[src/rtl/fire_pkg.sv]
// rtl/fire_pkg.sv - shared state encoding and 100 MHz timing defaults for fire_conditioner
package fire_pkg;

    localparam logic [2:0] ST_IDLE         = 3'd0;
    localparam logic [2:0] ST_PRESS_WAIT   = 3'd1;
    localparam logic [2:0] ST_HELD         = 3'd2;
    localparam logic [2:0] ST_RELEASE_WAIT = 3'd3;
    localparam logic [2:0] ST_STUCK        = 3'd4;

    localparam int DEF_SYNC_STAGES     = 2;
    localparam int DEF_DEBOUNCE_CYCLES = 1_000_000;
    localparam int DEF_STUCK_CYCLES    = 500_000_000;
    localparam int DEF_AUTOFIRE_PERIOD = 10_000_000;

    function automatic int max3(input int a, input int b, input int c);
        int m;
        m = (a > b) ? a : b;
        return (m > c) ? m : c;
    endfunction

endpackage

[src/rtl/fire_conditioner_sync_ff.sv]
// rtl/fire_conditioner_sync_ff.sv - sync_ff: STAGES-deep flop chain, async reset to 0
module sync_ff #(
    parameter int STAGES = 2
) (
    input  logic clk,
    input  logic reset,
    input  logic d,
    output logic q
);

    logic [STAGES-1:0] chain;

    always_ff @(posedge clk or posedge reset) begin
        if (reset) begin
            chain <= '0;
        end else begin
            chain <= {chain[STAGES-2:0], d};
        end
    end

    assign q = chain[STAGES-1];

endmodule

[src/rtl/fire_conditioner.sv]
// rtl/fire_conditioner.sv - debounced fire pulse, held flag and stuck-button error
// Optional macro FIRE_CONDITIONER_AUTOFIRE_EN adds repeat pulses while the button stays held.
module fire_conditioner
    import fire_pkg::*;
#(
    parameter int SYNC_STAGES     = DEF_SYNC_STAGES,
    parameter int DEBOUNCE_CYCLES = DEF_DEBOUNCE_CYCLES,
    parameter int STUCK_CYCLES    = DEF_STUCK_CYCLES,
    parameter int AUTOFIRE_PERIOD = DEF_AUTOFIRE_PERIOD
) (
    input  logic clk,
    input  logic reset,
    input  logic btn_raw,
    input  logic enable,
    output logic fire,
    output logic held,
    output logic error
);

    localparam int CNT_MAX = max3(DEBOUNCE_CYCLES, STUCK_CYCLES, AUTOFIRE_PERIOD);
    localparam int CNT_W   = $clog2(CNT_MAX + 1);

    typedef logic [CNT_W-1:0] cnt_t;

    localparam cnt_t DEB_LAST   = cnt_t'(DEBOUNCE_CYCLES - 1);
    localparam cnt_t STUCK_LAST = cnt_t'(STUCK_CYCLES - 1);

    function automatic cnt_t sat_inc(input cnt_t v);
        return (v == '1) ? v : v + 1'b1;
    endfunction

    logic       btn_s;
    logic [2:0] state, state_nx;
    cnt_t       deb_cnt, deb_nx;
    cnt_t       hold_cnt, hold_nx;
    logic       fire_nx;

    sync_ff #(
        .STAGES(SYNC_STAGES)
    ) u_btn_sync (
        .clk  (clk),
        .reset(reset),
        .d    (btn_raw),
        .q    (btn_s)
    );

`ifdef FIRE_CONDITIONER_AUTOFIRE_EN
    localparam cnt_t AF_LAST = cnt_t'(AUTOFIRE_PERIOD - 1);
    cnt_t af_cnt, af_nx;
`endif

    always_comb begin
        state_nx = state;
        deb_nx   = deb_cnt;
        hold_nx  = hold_cnt;
        fire_nx  = 1'b0;
        case (state)
            ST_IDLE: begin
                if (btn_s) begin
                    state_nx = ST_PRESS_WAIT;
                    deb_nx   = '0;
                end
            end
            ST_PRESS_WAIT: begin
                if (!btn_s) begin
                    state_nx = ST_IDLE;
                end else if (deb_cnt == DEB_LAST) begin
                    state_nx = ST_HELD;
                    hold_nx  = '0;
                    fire_nx  = enable;
                end else begin
                    deb_nx = sat_inc(deb_cnt);
                end
            end
            ST_HELD: begin
                hold_nx = sat_inc(hold_cnt);
                // Stuck detection wins over a simultaneous release.
                if (hold_cnt == STUCK_LAST) begin
                    state_nx = ST_STUCK;
                    deb_nx   = '0;
                end else if (!btn_s) begin
                    state_nx = ST_RELEASE_WAIT;
                    deb_nx   = '0;
                end
            end
            ST_RELEASE_WAIT: begin
                hold_nx = sat_inc(hold_cnt);
                if (btn_s) begin
                    state_nx = ST_HELD;
                end else if (deb_cnt == DEB_LAST) begin
                    state_nx = ST_IDLE;
                end else begin
                    deb_nx = sat_inc(deb_cnt);
                end
            end
            ST_STUCK: begin
                if (btn_s) begin
                    deb_nx = '0;
                end else if (deb_cnt == DEB_LAST) begin
                    state_nx = ST_IDLE;
                end else begin
                    deb_nx = sat_inc(deb_cnt);
                end
            end
            default: begin
                state_nx = ST_IDLE;
            end
        endcase
    end

`ifdef FIRE_CONDITIONER_AUTOFIRE_EN
    // Repeat pulses only while the button is still down and staying in HELD.
    always_comb begin
        af_nx = af_cnt;
        if (state == ST_PRESS_WAIT && state_nx == ST_HELD) begin
            af_nx = '0;
        end else if (state == ST_HELD) begin
            if (af_cnt == AF_LAST) begin
                af_nx = '0;
            end else begin
                af_nx = sat_inc(af_cnt);
            end
        end
    end

    always_ff @(posedge clk or posedge reset) begin
        if (reset) begin
            af_cnt <= '0;
        end else begin
            af_cnt <= af_nx;
        end
    end
`endif

    always_ff @(posedge clk or posedge reset) begin
        if (reset) begin
            state    <= ST_IDLE;
            deb_cnt  <= '0;
            hold_cnt <= '0;
            fire     <= 1'b0;
            held     <= 1'b0;
            error    <= 1'b0;
        end else begin
            state    <= state_nx;
            deb_cnt  <= deb_nx;
            hold_cnt <= hold_nx;
`ifdef FIRE_CONDITIONER_AUTOFIRE_EN
            fire     <= fire_nx
                      | (state == ST_HELD && af_cnt == AF_LAST && state_nx == ST_HELD && enable);
`else
            fire     <= fire_nx;
`endif
            held     <= (state_nx == ST_HELD) || (state_nx == ST_RELEASE_WAIT);
            error    <= (state_nx == ST_STUCK);
        end
    end

endmodule

[config.mk]
export PLATFORM = sky130hd
export DESIGN_NAME = fire_conditioner
export DESIGN_NICKNAME = d
export VERILOG_FILES = /design/src/rtl/fire_pkg.sv /design/src/rtl/fire_conditioner_sync_ff.sv /design/src/rtl/fire_conditioner.sv
export SDC_FILE = /design/constraint.sdc
export NUM_CORES = 1
export LEC_CHECK = 0
export BUFFER_PORTS_ARGS = -buffer_cell sky130_fd_sc_hd__clkbuf_2
export CAP_MARGIN = 20
export CORE_MARGIN = 4
export CORE_UTILIZATION = 45
export CTS_BUF_LIST = sky130_fd_sc_hd__clkbuf_4
export CTS_CLUSTER_SIZE = 24
export DETAILED_ROUTE_END_ITERATION = 8
export PLACE_DENSITY = 0.64
export SYNTH_ARGS = -nofsm -noshare
export SYNTH_HDL_FRONTEND = slang
export SYNTH_SLANG_ARGS = --single-unit
export TNS_END_PERCENT = 1
[constraint.sdc]
create_clock -name clk -period 1.9 [get_ports clk]
set_input_delay 0.285 -clock clk [delete_from_list [all_inputs] [get_ports clk]]
set_output_delay 0.285 -clock clk [all_outputs]
set_load 0.01 [all_outputs]
==> results by group <==
Status
  • Status: finished with violations
  • Failing checks: negative setup slack

Finish
  • Multi-input logic area: 2330 µm²
  • Area Growth Syn to Fin: 41.0%
  • Layout cells sized above 1: 0.383
  • Fillcell total: 634
  • Final Cell Area: 5470 µm²
  • Nets: 578
  • Final core utilization: 0.659
  • Register Area: 1650 µm²
  • Finished Layout Cells: 682
  • Most frequent cells in the layout: buf_4 (129), dfrtp_1 (64), nor2_1 (39)
  • Commonest non-fill, non-tap cell in the layout: buf_4
  • Diode count: 0

Clocking
  • H-tree depth: 3
  • Clock Root Buffer: clkbuf_4
  • Clock tree sinks: 66
  • Clock Path Buffers: 2
  • Clock slew at reported path FFs: 0.12 ns
  • CTS tree: built
  • Skew-Pair Late Insertion Delay: 0.43 ns
  • Number of buffers created by CTS: 9

Synth
  • Top_reg_cell synth: dfrtp_1
  • Synth async-reset ratio: 1.00
  • Yosys reg bits: 66
  • Post-Syn Area per Cell: 8.94 µm²
  • Syn. warnings: 0
  • Cell count after synthesis: 434
  • Synthesized net count: 440
  • Unique cell type count in the Yosys netlist: 56
  • Post-Syn Area: 3880 µm²
  • EDFF count, synth: 0
  • Seq/Total Area, Yosys: 0.426

Setup path
  • Startpoint Class: register
  • Worst path cell trace: nor4_4 > nand4_2 > buf_6 > o21ai_4 > nand4_4 > buf_4 > or3_1 > a21oi_2
  • Largest stage delay, worst path: 0.45 ns
  • WP buf/inv: 2
  • Crit Path Category: reg2reg
  • Critical path's slowest cell: dfrtp_1
  • Crit-path max FO: 4
  • Worst EP required: 2.26 ns
  • Top delay family on crit path: simple AND/OR/NAND/NOR gates
  • Worst path arrival time: 2.47 ns
  • Crit. End Element: register

Placement
  • Placed instance count: 658
  • Final HPWL DP: 8470 µm
  • Pre-CTS setup slack: -0.299 ns
  • Routability cong.: 0.931
  • Port bufs: 6
  • Post-DP Area: 4960 µm²

Drt
  • WL/cell: 16.9 µm
  • Via count: 4101
  • First drt pass iteration count: 5
  • Initial DRC count: 390
  • DR vias/cell: 6.01
  • Post-DRT Antenna Nets: 0
  • Final wirelength: 11500 µm
  • Remaining DRCs: 0

STA
  • Setup ws final: -0.204 ns
  • Period utilization: 1.11
  • Max-slew violation count: 0
  • RSZ-0062 raised after global routing: yes
  • Max-slew headroom: 0.755
  • Final Critical Period: 2.10 ns
  • Max Clock Freq: 475 MHz
  • Final Setup Violations: 49
  • Transition time of the tightest slew-check pin: 0.368 ns
  • Max Clock Skew: 0.0180 ns
  • Final hold vios: 0

Global routing
  • First-pass GRT wire length: 19200 µm
  • Largest net degree at the start of global routing: 27
  • GR Util All Layers: 0.239
  • Initial antenna violation count: 0
  • Total gr overflow: 0
  • Vias in the first global route: 3991

Power and ir drop
  • Peak VDD IR: 0.398 mV
  • Overall power: 2980 µW
  • Static Leak: 0.00247 µW
  • PwrDens: 544 nW/µm²

Hold path
  • Hold Crit Class: in2reg

Floorplan
  • Die width: 101 µm
  • Die area: 10200 µm²
  • Core Region: 8300 µm²
  • I/O pin cnt: 7
  • Die Y: 101 µm
  • Starting Density: 0.468
  • Row count: 33

Flow run
  • Max cap viols: 0
==> worst register-to-register path: cells and delay by family (launching register included) <==
family                 cells  cell delay [ns]
AOI/OAI and AO/OA          2             0.31
and+or+nand+nor            4             0.94
DFF                        1             0.45
buffers and inverters      2             0.34
==> area by class of cell <==
| class | instances | share of cell area |
|---|---|---|
| Multi-Input combinational cell | 343 | 0.426 |
| Sequential cell | 66 | 0.302 |
| Timing Repair Buffer | 146 | 0.210 |
| Tap cell | 105 | 0.0240 |
| Clock inverter | 7 | 0.0215 |
| Clock buffer | 9 | 0.0124 |
| Inverter | 6 | 0.00412 |
==> layer usage <==
| layer | routed length [µm] | vias to the layer above | track usage |
|---|---|---|---|
| li1 | - | 1939 | - |
| met1 | 5360 | 1991 | 0.347 |
| met2 | 5180 | 149 | 0.347 |
| met3 | 743 | 22 | 0.0471 |
| met4 | 231 | 0 | 0.102 |
| met5 | 0 | - | 0 |
==> Yosys cell counts (all sizes together), types with 10 or more instances <==
| library cell | instances | share of area |
|---|---|---|
| dfrtp | 66 | 0.43 |
| a21oi | 20 | 0.026 |
| buf | 13 | 0.024 |
| nand2 | 37 | 0.036 |
| nand4 | 29 | 0.052 |
| nor3 | 10 | 0.013 |
| a31oi | 21 | 0.034 |
| or3 | 10 | 0.018 |
| xor2 | 16 | 0.036 |
| nand3 | 25 | 0.032 |
| and3 | 17 | 0.028 |
| nor4 | 11 | 0.022 |
| nor2 | 41 | 0.040 |
| o21ai | 35 | 0.048 |
==> repair_timing <==
action	4_1_cts	5_1_grt
setup buffers	4	2
hold endpoints to repair	12	0
setup endpoints to repair	62	63
resized for setup	43	37
pin swaps	11	17
hold buffers	2	0
==> worst paths after layout <==
| path | startpoint | to | slack, ns | cells after the start |
|---|---|---|---|---|
| worst max-delay path | deb_cnt[20] | hold_cnt[26] | -0.20 | 8 |
| worst min-delay path | enable | fire | 0.16 | 2 |
| worst max register to register | deb_cnt[20] | hold_cnt[26] | -0.20 | 8 |
| worst min register to register | u_btn_sync.chain[0] | u_btn_sync.chain[1] | 0.36 | 0 |
| max in group asynchronous | reset | hold_cnt[7] | 0.99 | 4 |
| min in group asynchronous | reset | hold_cnt[4] | 0.34 | 3 |
==> through the flow <==
stage | TNS [ns] | hold slack [ns]
4_1_cts | -6.03 | 0.133
3_3_place_gp | -5.44 | 0.244
2_1_floorplan | -3.76 | 0.316
5_1_grt | -10.71 | 0.131
3_5_place_dp | -8.38 | 0.248
6_report | -5.12 | 0.157
==> power breakdown <==
| part | switching [µW] | internal (µW) |
|---|---|---|
| combinational | 159 | 136 |
| clock | 559 | 663 |
| sequential | 24.4 | 1440 |
==> sequential cells by signal, indices dropped and copies added, names as in the netlist <==
signal            flops
deb_cnt              29
u_btn_sync.chain      2
fire                  1
error                 1
held                  1
hold_cnt             29
state                 3
==> cells by family (layout without fill, tap and decap cells) <==
logic type      after synthesis  in the layout  share of synthesized area
mux                           1              1                    0.00290
fa+ha+maj                     2              2                    0.00645
buf+inv                      25            168                     0.0358
flops                        66             66                      0.426
simple gates                215            215                      0.314
xor+xnor                     16             16                     0.0361
compound gates              109            109                      0.179
Note: power is estimated with default switching activity, not from simulation.
